--- src/rtl/hazard_scoreboard.sv ---
// Tnew/Tuse hazard scoreboard beside the D-stage decoder: tracks destination
// registers and result readiness through the stages after D, plus mul/div busy.

module hazard_operand #(
  parameter int REG_ADDR_W = 5,
  parameter int PIPE_DEPTH = 3,
  parameter int T_W        = 2,
  parameter int FW         = $clog2(PIPE_DEPTH+1)
) (
  input  logic                                 req,
  input  logic [REG_ADDR_W-1:0]                src,
  input  logic [T_W-1:0]                       tuse,
  input  logic [PIPE_DEPTH:1][REG_ADDR_W-1:0]  dst,
  input  logic [PIPE_DEPTH:1][T_W-1:0]         rem,
  output logic                                 hazard,
  output logic [FW-1:0]                        sel
);
  logic           hit;
  logic [T_W-1:0] hit_rem;
  logic [FW-1:0]  hit_k;

  // Scan oldest to youngest so the youngest producer wins.
  always_comb begin
    hit     = 1'b0;
    hit_rem = '0;
    hit_k   = '0;
    for (int k = PIPE_DEPTH; k >= 1; k--) begin
      if (req && (src != '0) && (src == dst[k])) begin
        hit     = 1'b1;
        hit_rem = rem[k];
        hit_k   = FW'(k);
      end
    end
    hazard = hit && (hit_rem > tuse);
    sel    = (hit && (hit_rem == '0)) ? hit_k : '0;
  end
endmodule

module hazard_scoreboard #(
  parameter int REG_ADDR_W = 5,
  parameter int PIPE_DEPTH = 3,
  parameter int T_W        = 2,
  parameter int MUL_LAT    = 5,
  parameter int DIV_LAT    = 10,
  parameter int FW         = $clog2(PIPE_DEPTH+1)
) (
  input  logic                  clk,
  input  logic                  reset,
  input  logic                  d_valid,
  input  logic [REG_ADDR_W-1:0] d_rs,
  input  logic                  d_rs_req,
  input  logic [T_W-1:0]        d_rs_tuse,
  input  logic [REG_ADDR_W-1:0] d_rt,
  input  logic                  d_rt_req,
  input  logic [T_W-1:0]        d_rt_tuse,
  input  logic [REG_ADDR_W-1:0] d_dst,
  input  logic [T_W-1:0]        d_tnew,
  input  logic [1:0]            d_md_op,
  output logic                  stall,
  output logic [FW-1:0]         fwd_rs_sel,
  output logic [FW-1:0]         fwd_rt_sel,
  output logic                  md_busy,
  output logic                  md_start
);
  localparam int CW = $clog2(DIV_LAT+1);

  logic [PIPE_DEPTH:1][REG_ADDR_W-1:0] dst;
  logic [PIPE_DEPTH:1][T_W-1:0]        rem;
  logic [CW-1:0]                       md_cnt;

  logic [1:0][REG_ADDR_W-1:0] op_src;
  logic [1:0]                 op_req;
  logic [1:0][T_W-1:0]        op_tuse;
  logic [1:0]                 op_haz;
  logic [1:0][FW-1:0]         op_sel;

  assign op_src  = {d_rt, d_rs};
  assign op_req  = {d_rt_req, d_rs_req};
  assign op_tuse = {d_rt_tuse, d_rs_tuse};

  genvar g;
  generate
    for (g = 0; g < 2; g++) begin : g_op
      hazard_operand #(
        .REG_ADDR_W(REG_ADDR_W), .PIPE_DEPTH(PIPE_DEPTH), .T_W(T_W), .FW(FW)
      ) u_op (
        .req   (op_req[g]),
        .src   (op_src[g]),
        .tuse  (op_tuse[g]),
        .dst   (dst),
        .rem   (rem),
        .hazard(op_haz[g]),
        .sel   (op_sel[g])
      );
    end
  endgenerate

  logic md_stall, issue, md_issue;

  assign md_stall   = (d_md_op != 2'b00) && (md_cnt != '0);
  assign stall      = d_valid && (op_haz[0] || op_haz[1] || md_stall);
  assign issue      = d_valid && !stall;
  // The reset gate keeps md_start low while reset is held with a mul/div in D.
  assign md_issue   = issue && !reset && (d_md_op[0] ^ d_md_op[1]);
  assign md_start   = md_issue;
  assign md_busy    = (md_cnt != '0);
  assign fwd_rs_sel = op_sel[0];
  assign fwd_rt_sel = op_sel[1];

  always_ff @(posedge clk or posedge reset) begin
    if (reset) begin
      dst    <= '0;
      rem    <= '0;
      md_cnt <= '0;
    end else begin
      dst[1] <= issue ? d_dst  : '0;
      rem[1] <= issue ? d_tnew : '0;
      for (int k = 2; k <= PIPE_DEPTH; k++) begin
        dst[k] <= dst[k-1];
        rem[k] <= (rem[k-1] == '0) ? '0 : rem[k-1] - 1'b1;
      end
      if (md_issue)
        md_cnt <= (d_md_op == 2'b01) ? CW'(MUL_LAT) : CW'(DIV_LAT);
      else if (md_cnt != '0)
        md_cnt <= md_cnt - 1'b1;
    end
  end
endmodule
--- config.mk ---
export PLATFORM = sky130hd
export DESIGN_NAME = hazard_scoreboard
export DESIGN_NICKNAME = d
export VERILOG_FILES = /design/src/rtl/hazard_scoreboard.sv
export SDC_FILE = /design/constraint.sdc
export NUM_CORES = 1
export LEC_CHECK = 0
export BUFFER_PORTS_ARGS = -buffer_cell sky130_fd_sc_hd__buf_2
export CAP_MARGIN = 20
export CORE_MARGIN = 5
export CORE_UTILIZATION = 45
export CTS_BUF_LIST = sky130_fd_sc_hd__clkbuf_16
export CTS_CLUSTER_DIAMETER = 150
export DETAILED_ROUTE_END_ITERATION = 8
export PLACE_DENSITY_LB_ADDON = 0.2
export SLEW_MARGIN = 20
export SYNTH_ARGS = -nofsm -noshare
export SYNTH_HDL_FRONTEND = slang
export SYNTH_SLANG_ARGS = --single-unit
--- constraint.sdc ---
create_clock -name clk -period 3.5 [get_ports clk]
set_clock_uncertainty 0.05 [all_clocks]
set_input_delay 0.35 -clock clk [delete_from_list [all_inputs] [get_ports clk]]
set_output_delay 0.35 -clock clk [all_outputs]
set_load 0.1 [all_outputs]
==> results.md <==
STA:
- The accumulated negative setup slack is 0 ps.
- The total setup violations reported at the end of the flow is 0.
- The slew at the pin closest to its max-slew limit is 770 ps.
- The final max-slew violation count was 0.
- Timing would allow up to around 290 MHz.
- The tightest slew margin relative to the limit is 48.5%.
- Setup repair after global routing could not meet its margin everywhere.
- The count of final hold-check violations is 0.
- The clock period minus worst slack is 3480 ps.
- Dividing the final minimum period by the clock period gives 99.3%.

Run status:
- The run finished with clean final reports.

Routing:
- The final layout contains routed wiring with a total length of 3830 um.
- The detailed-route vias per instance is 5.22.
- The number of DRC markers after the initial detailed-route iteration is 38.
- The average routed wire per standard cell is 15.2 um.
- Detailed routing inserted a total of 1316 vias.
- The number of nets with antenna violations after detailed routing is 0.
- The first detailed-routing pass took 4 iterations.
- The DRC violations left is 0.

Clock network:
- The number of buffers created by CTS is 3.
- The clock latency on the worst-skew pair is 250 ps.
- The count of H-tree levels built during CTS is 1.
- The register clock-pin slew on the reported worst setup and hold paths is 60 ps.
- The number of hold buffers added after CTS was 0.
- The TritonCTS clock tree is built.
- The clock sink count is 25.
- The cell sitting at the root of the clock tree is a sky130_fd_sc_hd__clkbuf_16.
- The maximum number of buffers from clock root to sink is 2.

Setup path:
- The worst setup path is captured at an output pin.
- The required time of the critical path is 3100 ps.
- The worst setup path is launched from a flop.
- The critical path start-end classification is flop to output pin.
- At the worst endpoint, the arrival time is 3080 ps.
- The largest fanout of any net on the critical path is 3.

Global routing:
- The largest net degree at the start of global routing is 27.
- Global routing consumed, over all layers together, 16.1% of the routing resources.
- The initial antenna violation count is 0.
- The global-route wire length before repair is 6320 um.
- The number of global-route vias before repair is 1409.
- The total grt overflow is 0.

Final layout:
- In the final layout, the multi-input gates occupy 1050 um^2.
- The non-filler instance count after layout is 252.
- The repair_antennas step left the layout with diodes totalling 0.
- The final design area excluding fillers is 2120 um^2.
- Relative to the synthesized area, the layout overhead comes to 33.7%.
- For this run, the post-layout net count is 243.
- The total area of sequential cells is 627 um^2.
- The fraction of final layout cells with drive strength greater than 1 is a little under two fifths.
- The number of fill cells in the layout is 276.

Floorplan:
- The number of primary I/O pins is 35.
- For this configuration, the core starts out at a cell density of between 40% and 50%.
- The die boundary height is 69.3 um.
- The die covers between 4000 and 5000 um^2.
- The number of standard-cell rows in the floorplan is 21.
- The area of the core is 3360 um^2.
- The die is 69.3 um wide.

Placed design:
- The placer congestion estimate is 0.833.
- The HPWL after detailed placement is 2920 um.
- The number of placed instances, taps included is between 200 and 250.
- In this run the cell area measured after placement is 1890 um^2.
- The count of buffers from port buffering is 34.

Pwr:
- The maximum VDD drop is ~0.00040 V.
- The share of power burned in registers is between 30% and 40%.
- For this design the ratio of total power to cell area is 475 nW/um^2.
- The share of total power in combinational logic is roughly 38%.
- The internal cell power is 0.646 mW.
- The clock group share of total power is 24.7%.
- In this run the static leakage power is 1.05 nW.
- The switching power of the nets is between 0.3 and 0.4 mW.
- The total chip power is about 1 mW.
- Of the total power, the share spent switching nets is 35.6%.

Worst hold path:
- The worst min-delay path class is primary input to async pin.

Logic synthesis:
- After synthesis the netlist holds a flip-flop and latch count of 25.
- The synthesized design devotes to its leading area cell type 39.5% of total area.
- In the synthesized netlist the dominant register cell turns out to be sky130_fd_sc_hd__dfrtp_1.
- The post-synth design cell area is roughly 1600 um^2.
- In the post-synthesis netlist, the biggest area contributors are sky130_fd_sc_hd__dfrtp_1 40%, sky130_fd_sc_hd__xor2_1 11%, sky130_fd_sc_hd__xnor2_1 7.2%.
- Synthesis produced 160 cells.
- The proportion of register bits with asynchronous set or reset after synthesis is 100%.
- The number of flops mapped to enable cells by yosys is 0.
- The count of unique library cells instantiated by Yosys is 38.
- Counting every net in the synthesized netlist gives 196.
- The fraction of the yosys area taken by sequential cells is 39.5%.
- Yosys printed 0 warnings.
- The cell type with the highest aggregate area in the netlist is sky130_fd_sc_hd__dfrtp_1.
- The average cell area after synthesis is 9.89 um^2.

Job:
- Across the run, the number of max-cap violations was 0.
cell families after synthesis:
logic type / Yosys count / share of synthesized area (%)
flops: 25 / 39.5
xor+xnor: 32 / 17.7
mux: 4 / 2.69
buf+inv: 11 / 2.69
compound gates: 19 / 8.85
fa+ha+maj: 8 / 6.32
simple gates: 61 / 22.2
Yosys cell counts (all sizes together) (3+ instances only):
cell   instances
nand2          5
o21ai          4
nor4           4
a21oi          8
xor2          19
and3           8
ha             8
nor2          11
dfrtp         25
nor3b          3
nor3           9
nor2b          5
xnor2         13
nand3          5
and2           4
inv           10
flip-flops by register name (all words and copies together) (netlist names):
signal  flops
rem         6
dst        15
md_cnt      4
power by group through the flow:
stage               registers, mW  logic (mW)  clock network, mW
floorplan                   0.370       0.267                  0
global placement            0.381       0.336                  0
detailed placement          0.384       0.350                  0
CTS                         0.379       0.368              0.254
global route                0.389       0.419              0.269
finish                      0.380       0.377              0.248
path summary, 6_finish.rpt:
check                               start         to  slack (ps)  cells past startpoint
min in group clk                d_tnew[1]     rem[1]         280                      2
worst min-delay path                reset     dst[5]          80                      3
worst max-delay path              dst[14]      stall          20                     13
worst min register to register     dst[4]     dst[9]         390                      0
max in group asynchronous           reset     dst[4]        3050                      3
worst max register to register    dst[14]  md_cnt[2]         490                     12
stage by stage:
stage / hold slack, ps / setup WS (ps) / utilization (%)
after global placement: 355 / 114 / 56.2
final: 81.9 / 23.1 / 62.9
after global routing: 114 / -119 / 62.9
after CTS: 91.6 / 6.48 / 60.1
after detailed placement: 365 / 34.4 / 56.2
after floorplan: 336 / 70.3 / -
critical path, stage by stage, from the launching register on:
cell and delay (ps):
sky130_fd_sc_hd__dfrtp_1 410, sky130_fd_sc_hd__xor2_1 170, sky130_fd_sc_hd__nor3_1 190, sky130_fd_sc_hd__nand3_1 150
sky130_fd_sc_hd__nor3b_2 230, sky130_fd_sc_hd__o22ai_2 120, sky130_fd_sc_hd__or2_2 310, sky130_fd_sc_hd__ha_4 220
sky130_fd_sc_hd__nand2_1 80, sky130_fd_sc_hd__o21ai_2 50, sky130_fd_sc_hd__a311o_2 390, sky130_fd_sc_hd__and3_4 180
sky130_fd_sc_hd__nor2b_4 120, sky130_fd_sc_hd__buf_12 180
cell type report:
class,instances,share of cell area [%]
Multi-Input combinational cell,124,49.4
Timing Repair Buffer,43,12.7
Inverter,10,1.77
Clock inverter,1,0.237
Tap cell,46,2.72
Sequential cell,25,29.6
Clock buffer,3,3.55
cell usage in the layout, fill, tap and decap left out, types with 2 or more instances in the layout:
cell / n
sky130_fd_sc_hd__nor3_1: 3
sky130_fd_sc_hd__mux2_1: 2
sky130_fd_sc_hd__mux2i_1: 2
sky130_fd_sc_hd__o21ai_1: 2
sky130_fd_sc_hd__ha_1: 7
sky130_fd_sc_hd__nor2b_1: 3
sky130_fd_sc_hd__inv_1: 10
sky130_fd_sc_hd__nor2_1: 10
sky130_fd_sc_hd__nor3b_2: 2
sky130_fd_sc_hd__buf_2: 32
sky130_fd_sc_hd__and3_1: 7
sky130_fd_sc_hd__nand3_1: 4
sky130_fd_sc_hd__nor2b_4: 2
sky130_fd_sc_hd__a21oi_2: 2
sky130_fd_sc_hd__xnor2_1: 13
sky130_fd_sc_hd__dfrtp_1: 24
sky130_fd_sc_hd__nor4_1: 3
sky130_fd_sc_hd__clkbuf_16: 3
sky130_fd_sc_hd__and2_4: 2
sky130_fd_sc_hd__buf_4: 9
sky130_fd_sc_hd__nand2_1: 5
sky130_fd_sc_hd__nor3_2: 5
sky130_fd_sc_hd__a21oi_1: 6
sky130_fd_sc_hd__and2_1: 2
sky130_fd_sc_hd__xor2_1: 18
sky130_fd_sc_hd__buf_12: 2
what timing repair did:
| item | CTS | global route |
|---|---|---|
| buffers inserted | 2 | 3 |
| resized for setup | 8 | 14 |
| pin swaps | 4 | 17 |
| endpoints found under the hold margin | 0 | 0 |
| endpoints found under the setup margin | 2 | 2 |
routing by layer:
| layer | GRT usage, % | vias to the layer above | wire (um) | share of wire (%) |
|---|---|---|---|---|
| met5 | 0 | - | 0 | 0 |
| met4 | 5.64 | 0 | 38 | 0.99 |
| met3 | 4.06 | 4 | 218 | 5.7 |
| met2 | 28.3 | 43 | 1960 | 51 |
| met1 | 18.8 | 626 | 1610 | 42 |
| li1 | - | 643 | - | - |
(Power assumes the default switching activity.)
